File: src/rtl/otg_hpi_arbiter.sv
// Two-requester arbiter and cycle sequencer for the CY7C67200 HPI port.
// Optional macro HPI_IRQ_SYNC_EN adds an hpi_int synchronizer and rising-edge pulse on hpi_irq.
module otg_hpi_arbiter #(
    parameter int unsigned SETUP_CYC  = 2,
    parameter int unsigned STROBE_CYC = 4,
    parameter int unsigned HOLD_CYC   = 2
) (
    input  logic        clk_clk,
    input  logic        reset_reset,
    input  logic        cpu_req,
    input  logic        cpu_we,
    input  logic [1:0]  cpu_addr,
    input  logic [15:0] cpu_wdata,
    output logic        cpu_ack,
    output logic [15:0] cpu_rdata,
    input  logic        poll_req,
    input  logic        poll_we,
    input  logic [1:0]  poll_addr,
    input  logic [15:0] poll_wdata,
    output logic        poll_ack,
    output logic [15:0] poll_rdata,
    output logic        hpi_cs_n,
    output logic        hpi_rd_n,
    output logic        hpi_wr_n,
    output logic [1:0]  hpi_addr,
    output logic [15:0] hpi_dout,
    output logic        hpi_oe,
    input  logic [15:0] hpi_din,
    input  logic        hpi_int,
    output logic        hpi_irq,
    output logic        busy
);

    localparam logic [3:0] SetupLoad  = 4'(SETUP_CYC - 1);
    localparam logic [3:0] StrobeLoad = 4'(STROBE_CYC - 1);
    localparam logic [3:0] HoldLoad   = 4'(HOLD_CYC - 1);

    typedef enum logic [2:0] {StIdle, StSetup, StStrobe, StHold, StAck} state_e;

    state_e      state_q, state_d;
    logic [3:0]  cnt_q, cnt_d;
    logic        we_q, we_d;
    logic [1:0]  addr_q, addr_d;
    logic [15:0] wdata_q, wdata_d;
    logic        sel_poll_q, sel_poll_d;   // requester owning the current access
    logic        last_poll_q, last_poll_d; // last grant went to the poller
    logic [15:0] cpu_rdata_q, cpu_rdata_d;
    logic [15:0] poll_rdata_q, poll_rdata_d;
    logic        grant_poll;
    logic        active;

    always_ff @(posedge clk_clk) begin
        if (reset_reset) begin
            state_q      <= StIdle;
            cnt_q        <= 4'd0;
            we_q         <= 1'b0;
            addr_q       <= 2'd0;
            wdata_q      <= 16'd0;
            sel_poll_q   <= 1'b0;
            last_poll_q  <= 1'b1;
            cpu_rdata_q  <= 16'd0;
            poll_rdata_q <= 16'd0;
        end else begin
            state_q      <= state_d;
            cnt_q        <= cnt_d;
            we_q         <= we_d;
            addr_q       <= addr_d;
            wdata_q      <= wdata_d;
            sel_poll_q   <= sel_poll_d;
            last_poll_q  <= last_poll_d;
            cpu_rdata_q  <= cpu_rdata_d;
            poll_rdata_q <= poll_rdata_d;
        end
    end

    always_comb begin
        state_d      = state_q;
        cnt_d        = cnt_q - 4'd1;
        we_d         = we_q;
        addr_d       = addr_q;
        wdata_d      = wdata_q;
        sel_poll_d   = sel_poll_q;
        last_poll_d  = last_poll_q;
        cpu_rdata_d  = cpu_rdata_q;
        poll_rdata_d = poll_rdata_q;
        // On a tie the poller wins only if the CPU was served last.
        grant_poll   = poll_req && (!cpu_req || !last_poll_q);

        unique case (state_q)
            StIdle: begin
                cnt_d = cnt_q;
                if (cpu_req || poll_req) begin
                    sel_poll_d  = grant_poll;
                    last_poll_d = grant_poll;
                    we_d        = grant_poll ? poll_we    : cpu_we;
                    addr_d      = grant_poll ? poll_addr  : cpu_addr;
                    wdata_d     = grant_poll ? poll_wdata : cpu_wdata;
                    cnt_d       = SetupLoad;
                    state_d     = StSetup;
                end
            end
            StSetup: begin
                if (cnt_q == 4'd0) begin
                    cnt_d   = StrobeLoad;
                    state_d = StStrobe;
                end
            end
            StStrobe: begin
                if (cnt_q == 4'd0) begin
                    if (!we_q) begin
                        if (sel_poll_q) poll_rdata_d = hpi_din;
                        else            cpu_rdata_d  = hpi_din;
                    end
                    cnt_d   = HoldLoad;
                    state_d = StHold;
                end
            end
            StHold: begin
                if (cnt_q == 4'd0) state_d = StAck;
            end
            StAck: begin
                cnt_d   = cnt_q;
                state_d = StIdle;
            end
            default: begin
                cnt_d   = 4'd0;
                state_d = StIdle;
            end
        endcase
    end

    always_comb begin
        active     = (state_q == StSetup) || (state_q == StStrobe) || (state_q == StHold);
        hpi_cs_n   = !active;
        hpi_rd_n   = !((state_q == StStrobe) && !we_q);
        hpi_wr_n   = !((state_q == StStrobe) && we_q);
        hpi_oe     = active && we_q;
        hpi_addr   = active ? addr_q : 2'd0;
        hpi_dout   = hpi_oe ? wdata_q : 16'd0;
        cpu_ack    = (state_q == StAck) && !sel_poll_q;
        poll_ack   = (state_q == StAck) && sel_poll_q;
        cpu_rdata  = cpu_rdata_q;
        poll_rdata = poll_rdata_q;
        busy       = (state_q != StIdle);
    end

`ifdef HPI_IRQ_SYNC_EN
    logic [2:0] int_sync_q;
    logic       irq_q;

    always_ff @(posedge clk_clk) begin
        if (reset_reset) begin
            int_sync_q <= 3'd0;
            irq_q      <= 1'b0;
        end else begin
            int_sync_q <= {int_sync_q[1:0], hpi_int};
            irq_q      <= int_sync_q[1] && !int_sync_q[2];
        end
    end

    assign hpi_irq = irq_q;
`else
    logic unused_hpi_int;
    assign unused_hpi_int = hpi_int;
    assign hpi_irq        = 1'b0;
`endif

endmodule

File: config.mk
export PLATFORM = sky130hd
export DESIGN_NAME = otg_hpi_arbiter
export DESIGN_NICKNAME = d
export VERILOG_FILES = /design/src/rtl/otg_hpi_arbiter.sv
export SDC_FILE = /design/constraint.sdc
export NUM_CORES = 1
export LEC_CHECK = 0
export CORE_AREA = 4 4 88 90
export DETAILED_ROUTE_END_ITERATION = 6
export DIE_AREA = 0 0 92 94
export GPL_ROUTABILITY_DRIVEN = 0
export PLACE_DENSITY = 0.78
export SETUP_SLACK_MARGIN = 0.3
export SYNTH_ARGS = -nofsm -noshare
export SYNTH_HDL_FRONTEND = slang
export SYNTH_SLANG_ARGS = --single-unit
File: constraint.sdc
create_clock -name clk_clk -period 2.65 [get_ports clk_clk]
set_input_delay 0.795 -clock clk_clk [delete_from_list [all_inputs] [get_ports clk_clk]]
set_output_delay 0.795 -clock clk_clk [all_outputs]
set_load 0.01 [all_outputs]
; ---- Word-level counts from Yosys, hierarchy flattened
; Cells that the tools add are included.
[word_totals]
n_memories = 0
inputBits = 59
ramBits = 0
word_cells = 60
mem_bits_ro = 0
latch_bits = 0
out_inout_bits = 58
register_bits = 60
[op_classes]
mux = 14
eq_ne = 8
order_cmp = 0
n_mul = 0
div = 0
add_sub_neg = 1
bitwise_logic = 3
reduce_logical = 25
n_shift = 0
[ops]
columns = operator, n
row1 = $mux W16, 2
row2 = $pmux W4 S5, 1
row3 = $mux W3, 4
row4 = $mux W4, 3
row5 = $pmux W3 S4, 1
row6 = $reduce_and A4 Y1, 3
row7 = $ne A2 B2 Y1 const B, 4
row8 = $logic_not A1 Y1, 7
row9 = $eq A3 B2 Y1 const B, 2
row10 = $logic_and A1 B1 Y1, 6
row11 = $logic_not A4 Y1, 1
row12 = $logic_or A1 B1 Y1, 4
row13 = $mux W2, 2
row14 = $reduce_and A2 Y1, 2
row15 = $sub A4 B1 Y4 const B, 1
row16 = $eq A3 B1 Y1 const B, 1
row17 = $eq A3 B3 Y1 const B, 1
row18 = $logic_not A3 Y1, 1
row19 = $not A1 Y1, 3
row20 = $reduce_bool A3 Y1, 1
row21 = $mux W1, 1

; ---- Depth between registers and ports, before layout
; Gate-level depths: netlist of the first run.
[logic_depth]
depth_word = 5
depth_mapped = 7
depth_no_buf = 5

; ---- Least setup slack after synthesis of the first run
; No wires, ideal clock.
[synth_path]
kind = register -> output
from = reg state_q[1]
to = out hpi_dout[0]
path_stages_with_launch = 5
arrival_time_ns = 1.207
path_slack_ns = 0.648
required_time_ns = 1.855
n_path_buf = 2
path_cell_list = dfxtp_1 > clkbuf_1 > o21ba_2 > clkbuf_1 > and3_1
[synth_via]
elab_chain_len = 5
elab_cells_between_ends = 7
classes_between = eq/ne: 3 / mux: 1 / reduce/logical: 3
[synth_rtl]
columns = element, line
row1 = "start, declared", 40  ; state_e state_q, state_d;
row2 = "start signal, assigned", 54  ; state_q <= StIdle;
row3 = "start signal, assigned", 64  ; state_q <= state_d;
row4 = $eq A3 B1 Y1 or $eq A3 B2 Y1 (tied branches), 133  ; active = (state_q == StSetup) || (state_q == StStrobe) || (state_q == StHold);
row5 = $logic_or A1 B1 Y1, 133
row6 = $logic_or A1 B1 Y1 *, 133
row7 = $logic_and A1 B1 Y1 *, 137  ; hpi_oe = active && we_q;
row8 = $mux W16 *, 139  ; hpi_dout = hpi_oe ? wdata_q : 16'd0;
row9 = "end, declared", 26  ; output logic [15:0] hpi_dout,
; Every way passes the cells marked *; elsewhere a longest branch is shown, timed or not.

; ---- Final worst setup path of the first run
[layout_path]
from = reg state_q[2]
to = out hpi_dout[12]
; Same word-level chain as after synthesis.

==> impl_metrics.toml, run 1 <==
[power]
p_leak_nw = 2.06
power_switching_mw = 1.08
seq_power_share_pct = 36.6
internal_power_mw = 2.10
swShare_pct = 33.9
combinationalPowerShare_pct = 37.9
irDropWorstVdd_uv = 327
power_density_mw_per_mm2 = 716
clkPwrFrac_pct = 25.5

[cts]
cts_root_buffer = "clkbuf_8"
cts_tree = "yes"
numCtsBuffers = 9
cts_sinks = 60
insertion_delay_ps = 340
htreeDepth = 3
clk_pin_slew_ps = 70
clockBufferDepth = 2
cts_hold_buf = 0

[global_routing]
grt_usage_pct = 17.3
grt_max_degree = 68
grt_overflow = 0
grt_pass1_wl_mm = 11.8
grt_pass1_vias = 2581
antenna_found_initial = 0

[timing]
final_max_slew_viol_count = 0
hold_viol_final = 0
setup_tns_ps = 0
worstMarginPinSlew_ps = 935
max-slew-margin-rel_pct = 37.7
min_period_over_period_pct = 91.6
setup_slack_ps = 223
setup_viol = 0
rsz0062_at_grt = "true"
fmax_ghz = 0.412
finClkSkew_ps = 8.39
min_period_ps = 2430

[synthesis]
ys_seq_area_share_pct = 41.4
synth_edf_count = 0
synth_top_flop_cell = "dfxtp_1"
synth_top_cell_area_share_pct = 41.4
syn_inst = 303
yosys-top-cells-area = "dfxtp_1 (41%), mux2i_1 (18%), nand2b_1 (10%), a211oi_1 (5.2%), and3_1 (3.9%)"
yosys.area.top_type = "dfxtp_1"
ys_ff_latch = 60
syn_avg_cell_area_sq_um = 9.58
netlist_area_sq_mm = 0.00290
yosys_warnings = 0
synthDistinctLibCells = 43
synthArstFlopShare_pct = 0
synthesis.nets = 364

[routing]
drt-total-wl_mm = 7.62
vias = 2613
wl_per_cell_um = 14.6
first_pass_iters = 4
ant_nets = 0
vias_per_cell = 5.00
drc = 0
drt_iter0_markers = 106

[finish]
nets = 480
final_cell_mix = "clkdlybuf4s50_1 (89), dfxtp_1 (58), mux2i_1 (52), nand2b_1 (48), a21oi_1 (21)"
multi_input_area_sq_mm = 0.00158
drive_gt1_share_pct = 11.3
seq_area_sq_mm = 0.00120
nFillCells = 597
stdcell_area_sq_mm = 0.00444
antenna_cells = 0
area_delta_synth_final_pct = 52.8
final_common_cell = "clkdlybuf4s50_1"

[placement]
dpl_cell_area_sq_mm = 0.00413
portBuffers = 114
hpwl_mm = 5.34
dp_slack_ps = 222

[critical_path]
path_max_fanout = 8
worst-path-buf-inv = 1
arrival_ps = 1630
critPathKind = "reg -> out"
crit_path_top_delay_cell = "clkdlybuf4s50_1"
critPathMaxStageDelay_ps = 530
cp_top_family = "buffers and inverters"
path_cells = "o21ba_4, and3_1, clkdlybuf4s50_1"
worstSetupStartpointType = "flop"
critPathCaptureType = "output pin"
worstPathRequired_ps = 1860

[floorplan]
std_cell_rows = 31
die_area_sq_mm = 0.00865
core_sq_mm = 0.00706
start_util_pct = 41.1
ios = 117
die_w_um = 92
die-height_um = 94

[hold_path]
hold_class = "reg -> reg"

[status]
status = "finished clean"

[job]
maxCapViolCount = 0
## cell families (layout without fill, tap and decap cells)
| kind of cell | after synthesis | after routing | share of synthesized area [%] |
|---|---|---|---|
| xor+xnor | 1 | 1 | 0.302 |
| mux | 52 | 52 | 17.9 |
| other cells | 1 | 1 | 0.129 |
| simple gates | 97 | 97 | 21.0 |
| compound gates | 56 | 57 | 12.9 |
| flops | 60 | 60 | 41.4 |
| fa+ha+maj | 2 | 2 | 0.862 |
| buf+inv | 34 | 154 | 5.52 |
## layer usage
metal	wire length (um)	track usage, %
met4	92	7.18
met5	0	0
met2	3490	28.3
met3	697	7.21
met1	3340	20.1
## power by group through the flow
stage / Clock, mW / Combinational [mW] / Sequential, mW
CTS: 0.836 / 1.16 / 1.16
global placement: 0 / 1.11 / 1.16
floorplan: 0 / 0.711 / 1.14
finish: 0.809 / 1.20 / 1.16
global route: 0.877 / 1.32 / 1.18
detailed placement: 0 / 1.13 / 1.17
## cells in the mapped netlist (2+ instances only)
cell      instances
ha_1              2
nor3_1            2
nand2b_1         48
a211oi_1         20
a21oi_1          21
buf_1             2
nor2_1            3
dfxtp_1          60
buf_2             4
clkbuf_1         18
and2_1            3
inv_1             7
and3_1           18
nand2_1           5
a31oi_1           2
nor3b_1           2
o21ai_0           3
a2111o_1          2
nor2b_1           2
mux2i_1          52
nand3_1           4
o21bai_1          2
## cell type report
cell class / count / area share [%]
Inverter: 7 / 0.592
Timing Repair Buffer: 131 / 29.4
Sequential cell: 60 / 27.1
Clock buffer: 9 / 2.79
Clock inverter: 7 / 1.69
Multi-Input combinational cell: 210 / 35.6
Tap cell: 99 / 2.79
## registers in the layout, summed over array words and instances, names as in the netlist
register and flops:
cnt_q 4, we_q 1, addr_q 2, poll_rdata 16
last_poll_q 1, state_q 3, cpu_rdata 16, wdata_q 16
sel_poll_q 1
## repair_timing
item / 4_1_cts / 5_1_grt
endpoints found under the setup margin: 25 / 19
resized for setup: 20 / 17
pin swaps: 0 / 1
setup buffers: 1 / 4
cloned: 1 / 0
## path summary, 6_finish.rpt
| path | startpoint | endpoint | slack, ps | cells past startpoint |
|---|---|---|---|---|
| min reg2reg | cnt_q[0] | cnt_q[0] | 470 | 1 |
| max reg2reg | cnt_q[0] | cpu_rdata[5] | 770 | 6 |
| max | state_q[2] | hpi_dout[12] | 220 | 3 |
| min | cnt_q[0] | cnt_q[0] | 470 | 1 |
## worst reg2reg max path: cells and delay by family, from the launching register on
| family | cells | cell delay [ps] |
|---|---|---|
| fa+ha+maj | 1 | 210 |
| flops | 1 | 320 |
| buf+inv | 2 | 410 |
| simple gates | 2 | 640 |
| mux | 1 | 240 |
## stage by stage
stage	hold WS, ps	power (mW)	util [%]	cells
floorplan	427	1.85	-	303
global placement	446	2.26	58.5	501
detailed placement	459	2.29	58.5	501
CTS	470	3.16	61.8	519
global route	493	3.37	62.9	523
finish	470	3.18	62.9	523
Note: power is estimated with default switching activity, not from simulation.
==> run 2, diff against run 1 <==
RECOVER_POWER = 25   (was unset)
==> run 2 against run 1 <==
Net effect:
- via count decreased by 0.11%
- routed wire length decreased by 0.17%
- first-iteration DRC count decreased by 10%
- setup slack got worse by 4.4 ps
- final cell count unchanged
- power about the same
- fmax decreased by 0.18%
==> impl_metrics.toml, run 2 (same netlist as run 1, synthesis figures left out) <==
[critical_path]
arrival_ps = 1640
path_max_fanout = 8
r2r_start = "cnt_q[0]"
reg2reg_to = "poll_rdata[9]"
rr_worst_depth = 6
worstSetupStartpointType = "flop"
critPathCaptureType = "output pin"
reg2reg_setup_slack_ps = 640
critPathKind = "reg -> out"
worstPathRequired_ps = 1860
crit_path_top_delay_cell = "clkdlybuf4s50_1"
critPathMaxStageDelay_ps = 530
path_cells = "o21ba_4, and3_1, clkdlybuf4s50_1"

[placement]
hpwl_mm = 5.34
portBuffers = 114

[cts]
clk_pin_slew_ps = 70
cts_tree = "yes"
cts_hold_buf = 0
cts_root_buffer = "clkbuf_8"
numCtsBuffers = 9
clockBufferDepth = 2
insertion_delay_ps = 340
htreeDepth = 3
cts_sinks = 60

[routing]
drc = 0
wl_per_cell_um = 14.5
ant_nets = 0
first_pass_iters = 4
vias_per_cell = 4.99
drt_iter0_markers = 95
drt-total-wl_mm = 7.61
vias = 2610

[timing]
final_max_slew_viol_count = 0
min_period_over_period_pct = 91.8
setup_viol = 0
rsz0062_at_grt = "true"
min_period_ps = 2430
hold_viol_final = 0
finClkSkew_ps = 8.14
setup_tns_ps = 0
fmax_ghz = 0.411
worstMarginPinSlew_ps = 1050
max-slew-margin-rel_pct = 30.3

[global_routing]
grt_overflow = 0
grt_pass1_vias = 2581
grt_max_degree = 68
grt_usage_pct = 17.3
grt_pass1_wl_mm = 11.8
antenna_found_initial = 0

[power]
combinationalPowerShare_pct = 37.9
internal_power_mw = 2.10
power_density_mw_per_mm2 = 717
swShare_pct = 34.0
power_switching_mw = 1.08
irDropWorstVdd_uv = 326
p_leak_nw = 2.06
clkPwrFrac_pct = 25.6
seq_power_share_pct = 36.6

[floorplan]
die-height_um = 94
die_area_sq_mm = 0.00865
std_cell_rows = 31
start_util_pct = 41.1
die_w_um = 92
core_sq_mm = 0.00706
ios = 117

[finish]
antenna_cells = 0
drive_gt1_share_pct = 10.8
final_cell_mix = "clkdlybuf4s50_1 (88), dfxtp_1 (58), mux2i_1 (52), nand2b_1 (48), a21oi_1 (21)"
final_common_cell = "clkdlybuf4s50_1"
nFillCells = 600
area_delta_synth_final_pct = 52.6
nets = 480
post-route-util_pct = 62.8

[hold_path]
worstHoldEndpoint = "cnt_q[0]"
hold_class = "reg -> reg"
hp-start = "cnt_q[0]"
holdPathStages = 1

[status]
status = "finished clean"

[job]
maxCapViolCount = 0
run 2: what timing repair did:
action                                  in CTS  in global routing
gates cloned                                 1                  0
buffers inserted                             1                  4
endpoints found under the setup margin      25                 19
gates resized for setup                     20                 17
pin swaps                                    0                  1
run 2: routing by layer:
metal / vias up / global-route usage (%) / share of wire [%]
met5: - / 0 / 0
met3: 8 / 7.21 / 9.1
met4: 0 / 7.18 / 1.2
met1: 1180 / 20.1 / 44
met2: 106 / 28.3 / 46
li1: 1316 / - / -
run 2: power by group through the flow:
stage          Combinational [mW]  Clock [mW]  Sequential (mW)
5_1_grt                      1.31       0.877             1.18
2_1_floorplan               0.711           0             1.14
6_report                     1.20       0.813             1.16
3_5_place_dp                 1.13           0             1.17
3_3_place_gp                 1.11           0             1.16
4_1_cts                      1.16       0.836             1.16
run 2: area by class of cell:
type	instances	area, sq um	share of cell area, %
inverters	7	26.3	0.593
multi-input cells	210	1580	35.7
flip-flops and latches	60	1200	27.2
clock inverters	7	75.1	1.69
clock buffers	9	124	2.80
repair buffers	131	1300	29.3
well taps	99	124	2.80
run 2: stage by stage:
| step | instances | area (sq um) | hold slack [ps] | setup WS, ps | total power [mW] |
|---|---|---|---|---|---|
| after global placement | 501 | 4130 | 446 | 278 | 2.26 |
| final | 523 | 4430 | 473 | 218 | 3.18 |
| after detailed placement | 501 | 4130 | 459 | 222 | 2.29 |
| after CTS | 519 | 4360 | 470 | 136 | 3.16 |
| after global routing | 523 | 4430 | 493 | 107 | 3.37 |
| after floorplan | 303 | 2900 | 427 | 648 | 1.85 |
run 2: worst max-delay path: cells and delay by family, from the launching register on:
family / cells / cell delay [ps]
buffers and inverters: 1 / 530
DFF: 1 / 340
AOI/OAI and AO/OA: 1 / 270
and+or+nand+nor: 1 / 160
run 2: worst max path at each step:
stage,end,slack [ps],depth (start not counted),start
after CTS,hpi_dout[14],140,3,state_q[2]
after floorplan,hpi_dout[0],650,4,state_q[1]
after global placement,state_q[0],280,4,cpu_req
after detailed placement,state_q[0],220,4,cpu_req
final,hpi_dout[12],220,3,state_q[2]
after global routing,state_q[0],110,4,cpu_req
